## src/rtl/iq_mag_sq.sv

```systemverilog
// Squared magnitude of a signed I/Q pair (I*I + Q*Q) using a bit-serial
// shift-add multiplier: W cycles squaring |I|, then W cycles squaring |Q|.
module iq_mag_sq #(
  parameter int W = 16
) (
  input  logic           clk,
  input  logic           reset,
  input  logic [W-1:0]   i_in,
  input  logic [W-1:0]   q_in,
  input  logic           din_valid,
  output logic           din_ready,
  output logic [2*W-1:0] dout,
  output logic           dout_valid,
  input  logic           dout_ready,
  output logic [1:0]     cstate
);

  localparam int CW = (W > 1) ? $clog2(W) : 1;

  typedef enum logic [1:0] {
    IDLE = 2'd0,
    SQ_I = 2'd1,
    SQ_Q = 2'd2,
    DONE = 2'd3
  } state_t;

  state_t           state_reg, state_next;
  logic [W-1:0]     mag_i_reg, mag_i_next;
  logic [W-1:0]     mag_q_reg, mag_q_next;
  logic [2*W-1:0]   acc_reg, acc_next;
  logic [2*W-1:0]   dout_reg, dout_next;
  logic             dout_valid_reg, dout_valid_next;
  logic [CW-1:0]    cnt_reg, cnt_next;

  logic [W-1:0]     abs_i, abs_q;
  logic [W-1:0]     operand;
  logic [2*W-1:0]   addend;
  logic [2*W-1:0]   acc_sum;
  logic             last_bit;
  logic             accept;

  // Negating -2^(W-1) wraps to the same bit pattern, which read unsigned
  // is exactly 2^(W-1), so W bits are enough for every magnitude.
  assign abs_i = i_in[W-1] ? (~i_in + W'(1)) : i_in;
  assign abs_q = q_in[W-1] ? (~q_in + W'(1)) : q_in;

  assign operand  = (state_reg == SQ_Q) ? mag_q_reg : mag_i_reg;
  assign addend   = operand[cnt_reg] ? ({{W{1'b0}}, operand} << cnt_reg) : '0;
  assign acc_sum  = acc_reg + addend;
  assign last_bit = (cnt_reg == CW'(W - 1));

  assign din_ready = !reset && ((state_reg == IDLE) ||
                                ((state_reg == DONE) && dout_ready));
  assign accept    = din_valid && din_ready;

  always_comb begin
    state_next      = state_reg;
    mag_i_next      = mag_i_reg;
    mag_q_next      = mag_q_reg;
    acc_next        = acc_reg;
    cnt_next        = cnt_reg;
    dout_next       = dout_reg;
    dout_valid_next = dout_valid_reg;

    case (state_reg)
      IDLE: ;
      SQ_I: begin
        acc_next = acc_sum;
        cnt_next = cnt_reg + CW'(1);
        if (last_bit) begin
          cnt_next   = '0;
          state_next = SQ_Q;
        end
      end
      SQ_Q: begin
        acc_next = acc_sum;
        cnt_next = cnt_reg + CW'(1);
        if (last_bit) begin
          cnt_next        = '0;
          state_next      = DONE;
          dout_next       = acc_sum;
          dout_valid_next = 1'b1;
        end
      end
      DONE: begin
        if (dout_ready) begin
          dout_valid_next = 1'b0;
          state_next      = IDLE;
        end
      end
      default: state_next = IDLE;
    endcase

    // A handoff in DONE with a new sample waiting reloads without a bubble.
    if (accept) begin
      mag_i_next      = abs_i;
      mag_q_next      = abs_q;
      acc_next        = '0;
      cnt_next        = '0;
      dout_valid_next = 1'b0;
      state_next      = SQ_I;
    end
  end

  always_ff @(posedge clk or posedge reset) begin
    if (reset) begin
      state_reg      <= IDLE;
      mag_i_reg      <= '0;
      mag_q_reg      <= '0;
      acc_reg        <= '0;
      cnt_reg        <= '0;
      dout_reg       <= '0;
      dout_valid_reg <= 1'b0;
    end else begin
      state_reg      <= state_next;
      mag_i_reg      <= mag_i_next;
      mag_q_reg      <= mag_q_next;
      acc_reg        <= acc_next;
      cnt_reg        <= cnt_next;
      dout_reg       <= dout_next;
      dout_valid_reg <= dout_valid_next;
    end
  end

  assign dout       = dout_reg;
  assign dout_valid = dout_valid_reg;
  assign cstate     = state_reg;

endmodule

```

## config.mk

```make
export PLATFORM = sky130hd
export DESIGN_NAME = iq_mag_sq
export DESIGN_NICKNAME = d
export VERILOG_FILES = /design/src/rtl/iq_mag_sq.sv
export SDC_FILE = /design/constraint.sdc
export NUM_CORES = 1
export LEC_CHECK = 0
export ABC_CLOCK_PERIOD_IN_PS = 7200
export CELL_PAD_IN_SITES_DETAIL_PLACEMENT = 0
export CELL_PAD_IN_SITES_GLOBAL_PLACEMENT = 2
export CORE_MARGIN = 4
export CORE_UTILIZATION = 38
export DETAILED_ROUTE_END_ITERATION = 7
export HOLD_SLACK_MARGIN = 0.06
export PLACE_DENSITY = 0.84
export SLEW_MARGIN = 20
export SYNTH_ARGS = -nofsm -noshare
export SYNTH_HDL_FRONTEND = slang
export SYNTH_SLANG_ARGS = --single-unit
```

## constraint.sdc

```tcl
create_clock -name clk -period 7.2 [get_ports clk]
set_input_delay 1.8 -clock clk [delete_from_list [all_inputs] [get_ports clk]]
set_output_delay 1.8 -clock clk [all_outputs]
set_load 0.1 [all_outputs]
```

==> impl_metrics.yaml <==
final_layout:
  layout_commonest_cell: "nand2_1"
  drive_above_1_share: 0.0720
  fin_util: 0.447
  num_antenna_cells: 0
  fillers: 1995
  design_area_mm2: 0.00867
  layout.nets: 1014
  syn_to_final_growth_pct: 16.0
  stdcell_count: 1209
  final_cell_mix: "nand2_1 (144), o21ai_0 (112), dfrtp_1 (103)"
grt:
  grt_max_degree: 68
  grt_pass1_vias: 5879
  gr-total-overflow: 0
  grt_pass1_wl_mm: 31.0
  grt_antenna_before_repair: 0
  gr-usage-all-layers: 0.176
synthesis:
  synth_cell_types: 66
  synth_fp_nets: 978
  ys_seq_area_frac: 0.345
  avgSynthCellArea_um2: 8.28
  yosys_register_bits: 103
  synth_edf_count: 0
  ys_warn_count: 0
  netlist_area_mm2: 0.00747
  synthArstFlopShare: 1.00
  synth_cells: 903
  synth_flop_cell: "dfrtp_1"
critical_path:
  arrival_ns: 6.06
  cp.required_ns: 7.45
  crit_path_end_kind: "flip-flop"
  critPathMaxStageDelay_ns: 0.85
  start_kind: "flip-flop"
  crit_path_frequent_cell: "o21ai_0"
  cp_num_buf_inv: 1
  crit_family: "compound AO/OA/AOI/OAI gates"
  cp_max_fo: 22
  path_cells: "inv_1 > ha_1 > mux2i_1 > nand2_1 > o21ai_0 > o21ai_0 > nor2_1 > a211o_1 > and2_0 > a211oi_1 > ha_1 > and4_1 > a2bb2oi_1 > o211ai_2 > a221oi_1 > o21ai_0 > o221ai_1 > nor3b_1 > nor3_1"
  slowest_stage: "ha_1"
  crit_type: "flip-flop to flip-flop"
placement:
  dpl.cell_count: 1193
  place.gp.congestion: 0.800
  place_hpwl_mm: 14.3
  placed_cell_area_mm2: 0.00836
  io_buffers: 71
timing:
  hold_viol: 0
  grt_setup_unrepaired: "no"
  drv_slew: 0
  tightestPinTransition_ns: 1.03
  fmax_mhz: 172
  period_needed_ns: 5.80
  maxSlewHeadroom: 0.314
  post-route-period-util: 0.806
  finalClockSkew_ns: 0.0119
  fin_tns_setup_ns: 0
  setup_viol: 0
routing:
  wirelength_mm: 19.3
  ant_nets: 0
  num_vias: 6278
  vias_per_cell: 5.19
  drt_pass1_iterations: 4
  wire_per_inst_um: 16.0
  drt_iter0_drc: 275
  drc: 0
clocking:
  cts_max_path_buffers: 2
  cts.sinks: 103
  clk_pin_slew_ns: 0.08
  holdBufCountCts: 0
  cts_resized: 0
  htreeDepth: 3
  cts_buffers: 9
  clock_latency_ns: 0.37
  root_buffer: "clkbuf_16"
  cts_setup_buffers: 0
  cts_tree: "done"
outcome:
  status: "complete, no violations"
floorplan:
  fp.dieH_um: 148
  dieWidth_um: 148
  boundaryPins: 72
  die_area_mm2: 0.0220
  num_rows: 51
  core-area_mm2: 0.0194
  start_util: 0.385
flow_run:
  drv_cap: 0
min_path:
  hold_class: "flip-flop to flip-flop"
==> routing by layer <==
layer,global-route usage,part of all wire,vias up
met5,0,0,-
met4,0.0582,0.018,0
met3,0.0219,0.029,17
li1,-,-,3276
met2,0.282,0.46,89
met1,0.246,0.50,2896
==> synthesized netlist by cell type, drive strengths merged, types with 7 or more instances <==
cell,number,share of area
mux2i,26,0.035
nand2,146,0.073
a21o,17,0.017
a31oi,8,0.0067
o21ai,114,0.077
ha,38,0.064
a211oi,13,0.015
mux2,28,0.042
dfrtp,103,0.34
xor2,35,0.041
xnor2,18,0.021
a21oi,44,0.029
nand4,7,0.0059
inv,17,0.0085
and2,9,0.0075
clkbuf,38,0.019
or3,8,0.0074
nand3,13,0.0087
o31ai,11,0.011
and3,9,0.0075
o21a,11,0.011
nor2b,16,0.013
buf,17,0.012
nor2,78,0.039
nor3,10,0.0067
==> tightest hold or removal path, cell delays in order (launching register included) <==
cell and delay (ns):
dfrtp_1 0.34, nand2_1 0.04, o21ai_0 0.06
==> path summary, 6_finish.rpt <==
kind | from | endpoint | slack, ns | cells after the start
hold / removal | dout[8] | dout[8] | 0.48 | 2
setup / recovery | cstate[0] | acc_reg[25] | 1.40 | 19
setup reg to reg | cstate[0] | acc_reg[25] | 1.40 | 19
max in group asynchronous | reset | acc_reg[30] | 4.13 | 3
min in group asynchronous | reset | dout[0] | 1.89 | 2
hold reg to reg | dout[8] | dout[8] | 0.48 | 2
==> layout make-up <==
cell class                      count  area, um^2  area share
Sequential cell                   103        2580       0.297
Tap cell                          265         332      0.0382
Clock buffer                       11         233      0.0268
Inverter                           18        70.1     0.00808
Clock inverter                      5        81.3     0.00938
Timing Repair Buffer               80         778      0.0897
Multi-Input combinational cell    727        4600       0.531
==> stage by stage <==
step | hold slack, ns | setup WS [ns]
final | 0.475 | 1.40
after global routing | 0.507 | 0.768
after CTS | 0.485 | 1.35
after detailed placement | 0.470 | 1.37
after global placement | 0.460 | 1.52
after floorplan | 0.439 | 2.16
==> cells by family after synthesis <==
logic type                 share of synthesized area
adders and majority gates                     0.0663
xor gates and xnor gates                      0.0621
AOI/OAI and AO/OA                              0.215
and+or+nand+nor                                0.194
buffers and inverters                         0.0402
DFF                                            0.345
muxes                                         0.0770
Power is left out: the tool's default activity adds up to more than one toggle a clock period on the data nets, which glitch-free logic cannot reach.
==> patch: new RTL, config.mk and constraints unchanged <==
Set the parameter `W` to 8 (it was 16).
--- a/src/rtl/iq_mag_sq.sv
+++ b/src/rtl/iq_mag_sq.sv
@@ -1,7 +1,7 @@
 // Squared magnitude of a signed I/Q pair (I*I + Q*Q) using a bit-serial
 // shift-add multiplier: W cycles squaring |I|, then W cycles squaring |Q|.
 module iq_mag_sq #(
-  parameter int W = 16
+  parameter int W = 8
 ) (
   input  logic           clk,
   input  logic           reset,
Interface: changed (resized dout, i_in and q_in); port bits go from 72 to 40. No check against the original RTL was run, so the function may have changed too.
==> patch against the unedited design <==
Cell area fell by 49%. Routed wire length fell by 55%. Critical path depth fell by 15. Sequential cell count decreased by 49. Worst setup slack improved by 260 ps. Synthesized cell count is 53% lower. Worst hold slack improved by 6.2 ps. First-iteration DRC count down 61%. Area after synthesis down 49%. Critical endpoint is now din_ready.
Power is left out: the tool's default activity adds up to more than one toggle a clock period on the data nets, which glitch-free logic cannot reach.
==> patch: results (changes against the unedited design) <==
Outcome
  – Outcome: completed

Worst setup path
  – CP Max Fanout: 5 (-77%)
  – R2r worst-path depth: 13 (-6)
  – Slowest CP cell: clkdlybuf4s50_1
  – CP peak stage delay: 1160 ps (+310 ps)

Global route
  – First-pass GRT wire length: 14.5 mm (-53%)
  – Number of global-route vias before repair: 2973 (-49%)
  – Largest net degree at the start of global routing: 55 (-19%)

CTS
  – Worst-skew pair later-pin latency: 310 ps (-60 ps)
  – CTS Buf Count: 5 (-4)
  – # H-tree levels: 2 (-1)

Place
  – Placed Area: 0.00429 mm² (-49%)
  – Inst Count DP: 578 (-52%)
  – DP Wirelength: 6.59 mm (-54%)

Route
  – DRT iter0 DRCs: 106 (-61%)
  – Post-DR vias/cell: 5.23 (+0.73%)
  – Total routed wirelength: 8.59 mm (-55%)

Layout
  – Fillers: 1030 (-48%)
  – Area growth syn-to-layout: 14.0%
  – Share of layout cells above drive strength 1: 5.52% (-1.7 points)
  – Nets: 496 (-51%)

Synthesis
  – Post-synthesis mux area share: 12.7% (+5.0 points)
  – Synth area leaders: dfrtp_1 35%, ha_1 7.5%, o21ai_0 5.5%
  – XOR/XNOR share of the synthesized area: 4.56% (-1.7 points)
  – Proportion of synthesized chip area in sequential cells: 35.2% (+0.67 points)
  – Compound-gate portion of the synthesized area: 16.3% (-5.2 points)

Timing
  – Clk_skew: 6.90 ps (-4.99 ps)
  – Worst Tran Pin Value: 999 ps (-30.0 ps)
patch: cell types whose count changed in the layout (fill, tap and decap cells not counted), moves of 21 or more:
cell             change
xor2_1              -25
nor2_1              -25
mux2_2              -24
dfrtp_1             -49
nand2_1             -89
o21ai_0             -70
clkdlybuf4s50_1     -32
a21oi_1             -21
patch: layout make-up:
class                   count  area share [%]
clock inverters             1           0.114
inverters                  17            1.46
repair buffers             41            9.25
multi-input cells         333            52.6
flip-flops and latches     54            30.8
clock buffers               7            1.97
well taps                 133            3.80
patch: critical path, delay by kind of cell:
family / cells / cell delay (ps)
buffers and inverters: 2 / 1700
and+or+nand+nor: 1 / 150
AOI/OAI and AO/OA: 1 / 90
patch: final timing paths:
| path | from | end | slack, ps |
|---|---|---|---|
| setup / recovery | dout_ready | din_ready | 1650 |
| hold / removal | dout[10] | dout[10] | 480 |
| setup reg to reg | cstate[0] | acc_reg[10] | 2890 |
| hold reg to reg | dout[10] | dout[10] | 480 |
| max in group asynchronous | reset | acc_reg[8] | 4720 |
| min in group asynchronous | reset | dout[3] | 2010 |
patch: cell families (layout without fill, tap and decap cells):
logic type | count (synthesis) | count (layout)
AOI/OAI and AO/OA | 101 | 101
xor gates and xnor gates | 20 | 20
adders and majority gates | 24 | 24
buffers and inverters | 39 | 66
DFF | 54 | 54
muxes | 32 | 32
and+or+nand+nor | 156 | 156
patch: routing by layer:
| layer | routed length, µm | GRT usage (%) | vias up | part of all wire, % |
|---|---|---|---|---|
| li1 | - | - | 1564 | - |
| met1 | 4070 | 20.5 | 1453 | 47 |
| met2 | 4220 | 26.5 | 39 | 49 |
| met3 | 217 | 2.27 | 9 | 2.5 |
| met4 | 80 | 3.43 | 0 | 0.93 |
| met5 | 0 | 0 | - | 0 |
